`config.mk`:
```
export PLATFORM = sky130hd
export DESIGN_NAME = fetch_unit
export DESIGN_NICKNAME = d
export VERILOG_FILES = /design/src/rtl/fetch_unit.sv
export SDC_FILE = /design/constraint.sdc
export NUM_CORES = 1
export LEC_CHECK = 0
export BUFFER_PORTS_ARGS = -buffer_cell sky130_fd_sc_hd__buf_4
export CAP_MARGIN = 10
export CORE_AREA = 2 2 65 82
export CTS_CLUSTER_DIAMETER = 120
export DETAILED_ROUTE_END_ITERATION = 6
export DIE_AREA = 0 0 67 84
export PLACE_DENSITY = 0.56
export SLEW_MARGIN = 10
export SYNTH_ARGS = -nofsm -noshare
export SYNTH_HDL_FRONTEND = slang
export SYNTH_SLANG_ARGS = --single-unit
```
`constraint.sdc`:
```
create_clock -name clk -period 1.86 [get_ports clk]
set_input_delay 0 -clock clk [delete_from_list [all_inputs] [get_ports clk]]
set_output_delay 0 -clock clk [all_outputs]
set_load 0.05 [all_outputs]
```
`src/rtl/fetch_unit.sv`:
```
// Instruction-fetch stage of the 4-bit processor.
// Owns the program counter, reads the combinational program ROM and resolves
// unconditional JMP locally. Every other instruction goes to the execute stage
// over a valid/ready handshake, where a taken branch can redirect the PC.
module fetch_unit #(
  parameter logic [3:0] JMP_OP = 4'b1011,
  parameter logic [3:0] PC_RST = 4'b0000
) (
  input  logic       clk,
  input  logic       rst_n,
  input  logic       run_en,
  output logic [3:0] pc_addr,
  input  logic [7:0] instr,
  output logic       issue_valid,
  input  logic       issue_ready,
  output logic [3:0] opcode,
  output logic [3:0] imm,
  input  logic       redirect_valid,
  input  logic [3:0] redirect_addr,
  output logic [7:0] issue_count,
  output logic       busy
);

  typedef enum logic [1:0] {
    IDLE   = 2'd0,
    FETCH  = 2'd1,
    DECODE = 2'd2,
    ISSUE  = 2'd3
  } state_t;

  state_t     state_q, state_d;
  logic [3:0] pc_q, pc_d;
  logic [7:0] ir_q, ir_d;
  logic [3:0] opcode_q, opcode_d;
  logic [3:0] imm_q, imm_d;
  logic       issue_valid_q, issue_valid_d;
  logic [7:0] issue_count_q, issue_count_d;
  logic       busy_q, busy_d;

  // Next-state logic: one instruction walks FETCH -> DECODE -> (ISSUE) and
  // run_en is only looked at on an instruction boundary.
  always_comb begin
    state_d       = state_q;
    pc_d          = pc_q;
    ir_d          = ir_q;
    opcode_d      = opcode_q;
    imm_d         = imm_q;
    issue_valid_d = issue_valid_q;
    issue_count_d = issue_count_q;

    case (state_q)
      IDLE: begin
        if (run_en) begin
          state_d = FETCH;
        end
      end
      FETCH: begin
        // ROM data is valid in the same cycle as pc_addr; PC wraps 15 -> 0.
        ir_d    = instr;
        pc_d    = pc_q + 4'd1;
        state_d = DECODE;
      end
      DECODE: begin
        if (ir_q[7:4] == JMP_OP) begin
          // Jumps never reach the execute stage and cost no issue slot.
          pc_d    = ir_q[3:0];
          state_d = run_en ? FETCH : IDLE;
        end else begin
          opcode_d      = ir_q[7:4];
          imm_d         = ir_q[3:0];
          issue_valid_d = 1'b1;
          state_d       = ISSUE;
        end
      end
      ISSUE: begin
        // Hold the instruction until accepted; a redirect only counts on
        // the accepting cycle.
        if (issue_valid_q && issue_ready) begin
          issue_valid_d = 1'b0;
          issue_count_d = issue_count_q + 8'd1;
          if (redirect_valid) begin
            pc_d = redirect_addr;
          end
          state_d = run_en ? FETCH : IDLE;
        end
      end
      default: begin
        state_d = IDLE;
      end
    endcase

    busy_d = (state_d != IDLE);
  end

  // State registers with synchronous active-low reset; reset drops any
  // pending issue.
  always_ff @(posedge clk) begin
    if (!rst_n) begin
      state_q       <= IDLE;
      pc_q          <= PC_RST;
      ir_q          <= 8'h00;
      opcode_q      <= 4'h0;
      imm_q         <= 4'h0;
      issue_valid_q <= 1'b0;
      issue_count_q <= 8'h00;
      busy_q        <= 1'b0;
    end else begin
      state_q       <= state_d;
      pc_q          <= pc_d;
      ir_q          <= ir_d;
      opcode_q      <= opcode_d;
      imm_q         <= imm_d;
      issue_valid_q <= issue_valid_d;
      issue_count_q <= issue_count_d;
      busy_q        <= busy_d;
    end
  end

  assign pc_addr     = pc_q;
  assign issue_valid = issue_valid_q;
  assign opcode      = opcode_q;
  assign imm         = imm_q;
  assign issue_count = issue_count_q;
  assign busy        = busy_q;

endmodule

```
# Word level (Yosys, flattened, before mapping)
# Cells that the tools add are included.
# Widths: inputs -> output; s select.
[classes]
add_sub_neg = 2
eq_ne = 8
n_mux = 12
bitwise_logic = 1
reduce_logical = 9
[op_table]
columns = ["op", "count"]
rows = [
  ["$mux 4", 3],
  ["$pmux 4 s3", 1],
  ["$add 8x1->8 const B", 1],
  ["$ne 2x2->1 const B", 4],
  ["$pmux 2 s4", 1],
  ["$mux 2", 3],
  ["$add 4x1->4 const B", 1],
  ["$eq 2x2->1 const B", 2],
  ["$eq 4x4->1 const B", 1],
  ["$reduce_and 2->1", 2],
  ["$reduce_and 4->1", 1],
  ["$reduce_bool 2->1", 2],
  ["$mux 1", 3],
  ["$reduce_and 3->1", 1],
  ["$reduce_bool 3->1", 1],
  ["$eq 2x1->1 const B", 1],
  ["$logic_not 2->1", 1],
  ["$pmux 1 s2", 1],
  ["$logic_and 1x1->1", 1],
  ["$not 1->1", 1],
]
[word_totals]
ff_bits = 32
in_bits = 17
output_inout_bits = 22
elab_cells = 40

# Longest topological paths before layout
[logic_depth]
word_depth = 4
ltp_mapped = 6
depth_no_buf = 5

# Least setup slack after synthesis
# OpenSTA, ideal clock, no wires.
[synth_timing]
kind = "flip-flop to flip-flop"
startpoint = "register issue_valid_q, in the netlist issue_valid"
endpoint = "register issue_count_q[7], in the netlist issue_count[7]"
setup_time_ps = 71
t_arrival_ps = 1702
required_ps = 1789
setup_slack_ps = 87
stages_incl_launch_ff = 6
path_buffers = 1
synth_period_minus_slack_ps = 1773
path_cell_list = "dfxtp_1 > and4_1 > buf_4 > nand4_4 > or3_1 > a21oi_1"
[synth_via]
elab_chain_len = 2
[synth_rtl]
columns = ["item", "line", "text"]
rows = [
  ["start: declaration", "36", "logic issue_valid_q, issue_valid_d;"],
  ["start signal: assignment", "113", "issue_valid_q <= issue_valid_d;"],
  ["$logic_and 1x1->1", "78", "if (issue_valid_q && issue_ready) begin"],
  ["$reduce_and 2->1 (no source line)", "--", ""],
  ["end signal: assignment", "114", "issue_count_q <= issue_count_d;"],
  ["end: declaration", "37", "logic [7:0] issue_count_q, issue_count_d;"],
]
# No other way between the ends.
# A chain may end at the register's enable or synchronous reset.

# Worst setup path in the final report
[layout_timing]
startpoint = "register state_q[0]"
endpoint = "register issue_count_q[5], in the netlist issue_count[5]"
[layout_via]
elab_chain_len = 2
[layout_rtl]
columns = ["item", "line", "text"]
rows = [
  ["start: declaration", "31", "state_t state_q, state_d;"],
  ["start signal: assignment", "108", "state_q <= state_d;"],
  ["$eq 2x2->1", "51", "case (state_q)"],
  ["$reduce_and 2->1 (no source line)", "--", ""],
]
# No other way between the ends.

==> impl_metrics.toml <==
[yosys]
synth-warning-count = 0
synth_edf_count = 0
synth-main-ff-cell = "dfxtp_1"
most_frequent_cells_after_synthesis = "nand2_1, dfxtp_1, a21oi_1, nor2_1"
post_synth_inst_count = 157
synth_seq_area_share_pct = 47.0
synth_top_cell_by_area = "dfxtp_1"
async_reset_ff_share_pct = 0
synth.area.top_cells = "dfxtp_1, nand2_1, a21oi_1"
postSynthAreaPerCell_um2 = 8.68
yosysMostFrequentCell = "nand2_1"
synth_top_area_share_pct = 47.0
number_of_register_bits_inferred_by_synthesis = 32
syn-num-nets = 176
syn-cell-area_mm2 = 0.00136
synth_cell_type_count = 34

[sta]
setup-tns-final_ns = 0
hold_viol_final = 0
min_period_over_period_pct = 87.2
maxSlewViolCount = 0
fin_hold_ws_ns = 0.0193
unrepaired_setup_endpoints_after_global_routing = "no"
timing.clock.skew_ns = 0.00284
tightestPinTransition_ns = 0.418
maxClockFrequency_mhz = 616
setup_violations = 0
final.setup.worst_slack_ns = 0.237
post-route-min-period_ns = 1.62
timing.slew.headroom_pct = 72.1

[power]
p_sw_uw = 490
combinationalPowerShare_pct = 20.2
power_frac_seq_pct = 45.8
power.share.clock_pct = 34.0
internal_power_mw = 1.20
powerDensity_mw_per_mm2 = 883
total_power_mw = 1.69
p_leak_nw = 0.785
power.share.switching_pct = 29.0
vdd_ir_max_mv = 0.327

[cts]
clock_tree.htree_level_count = 2
numClockSinks = 32
path_clk_slew_ns = 0.07
cts_max_path_buffers = 2
post_cts.resized_instances = 0
buffer_type_at_the_clock_tree_root = "clkbuf_8"
number_of_buffers_created_by_cts = 5
skew_pair_late_insertion_delay_ns = 0.28
cts_tree = "yes"
ctsHoldBuffers = 9
cts_setup_buffers = 0

[outcome]
outcome = "finished clean"

[route]
detail_route.vias_per_cell = 4.71
drt-total-wl_um = 3280
antenna_violating_nets_post_route = 0
route.detailed.wl_per_inst_um = 12.2
vias = 1273
drcViolationCount = 0
detail_route.first_pass.iterations = 4
drt_first_iter_violations = 39

[global_routing]
global_route.overflow_total = 0
global_route_wire_length_before_repair_um = 5440
largest_net_degree_at_the_start_of_global_routing = 21
gr-usage-all-layers_pct = 12.8
number_of_antenna_violations_at_the_first_check_in_global_routing = 0
number_of_global_route_vias_before_repair = 1200

[die]
die_height_um = 84
core_mm2 = 0.00493
pin_count = 39
die_ar_mm2 = 0.00563
die_x_um = 67
initial_utilization_pct = 27.6
row_count = 29

[finish]
layout-drive-gt1-share_pct = 28.4
synthToLayoutAreaGrowth_pct = 40.3
insertedDiodeCount = 0
nets = 227

[critical_path]
critical_path_required_ns = 2.07
worst-r2r-setup-slack_ns = 0.24
critPathLaunchType = "flop"
cp_max_fo = 11
cp_class = "reg2reg"
worstPathArrival_ns = 1.83
endpoint_kind = "flop"

[place]
dp.final_hpwl_um = 2390
place_ws_ns = 0.245
globalplace.congestion = 0.716
placement.io_buffers = 38

[min_path]
timing.hold.worst.class = "in2reg"

[job]
max_cap_violations = 0
[layout make-up]
class	count	area, um2
fill	554	3020
sequential	32	641
timing repair buffer	53	420
multi-input combinational	114	669
inverter	2	7.51
clock buffer	7	96.3
tap	62	77.6
[state kept, by name (all words and copies together), names as in the netlist]
signal / flops
pc_addr: 4
opcode: 4
issue_count: 8
ir_q: 8
state_q: 2
issue_valid: 1
imm: 4
busy: 1
[cell usage in the layout, fill, tap and decap left out, types with 2 or more instances in the layout]
| master | instances |
|---|---|
| nand4_1 | 5 |
| nand2_1 | 35 |
| mux2i_1 | 4 |
| nand2b_1 | 3 |
| nand3_1 | 2 |
| dlygate4sd3_1 | 9 |
| xor2_1 | 3 |
| a21oi_1 | 22 |
| or3_1 | 3 |
| buf_4 | 44 |
| xnor2_1 | 3 |
| nor2b_1 | 2 |
| o21ai_0 | 5 |
| clkbuf_8 | 7 |
| dfxtp_1 | 32 |
| o221a_2 | 3 |
| nor2_1 | 8 |
| ha_1 | 2 |
[through the flow]
step | cell area, um2 | util [%] | cells
floorplan | 1360 | - | 157
global placement | 1730 | 35.0 | 254
detailed placement | 1730 | 35.0 | 254
CTS | 1910 | 38.7 | 270
global route | 1910 | 38.7 | 270
finish | 1910 | 38.7 | 270
[logic make-up after synthesis]
family / after synthesis / synth area share, %
flops: 32 / 47.0
compound gates: 38 / 17.4
xor+xnor: 6 / 3.86
mux: 5 / 3.76
fa+ha+maj: 2 / 1.84
simple gates: 63 / 22.3
buf+inv: 11 / 3.86
[power by group through the flow]
stage | Combinational (mW) | Sequential, mW | Clock (mW)
finish | 0.342 | 0.773 | 0.573
detailed placement | 0.327 | 0.789 | 0
CTS | 0.345 | 0.773 | 0.594
global route | 0.372 | 0.781 | 0.615
global placement | 0.325 | 0.789 | 0
floorplan | 0.150 | 0.852 | 0
[worst max-delay path: stages, from the launching register on]
cell and delay, ns:
dfxtp_1 0.57, and4_1 0.33, nand4_4 0.14, or3_1 0.36, a21oi_1 0.15
[path summary, 6_finish.rpt]
| kind | startpoint | to | cells after the start |
|---|---|---|---|
| worst max-delay path | state_q[0] | issue_count[5] | 4 |
| worst max register to register | state_q[0] | issue_count[5] | 4 |
| worst min register to register | imm[1] | imm[1] | 2 |
| worst min-delay path | rst_n | pc_addr[2] | 2 |
[metal layers]
layer,GRT usage (%),up-vias,share of wire [%]
met4,5.01,0,1.7
met1,15.4,582,43
met5,0,-,0
met3,3.78,6,5.3
li1,-,651,-
met2,21.1,34,50
No activity file was read; power rests on OpenSTA's default activity.
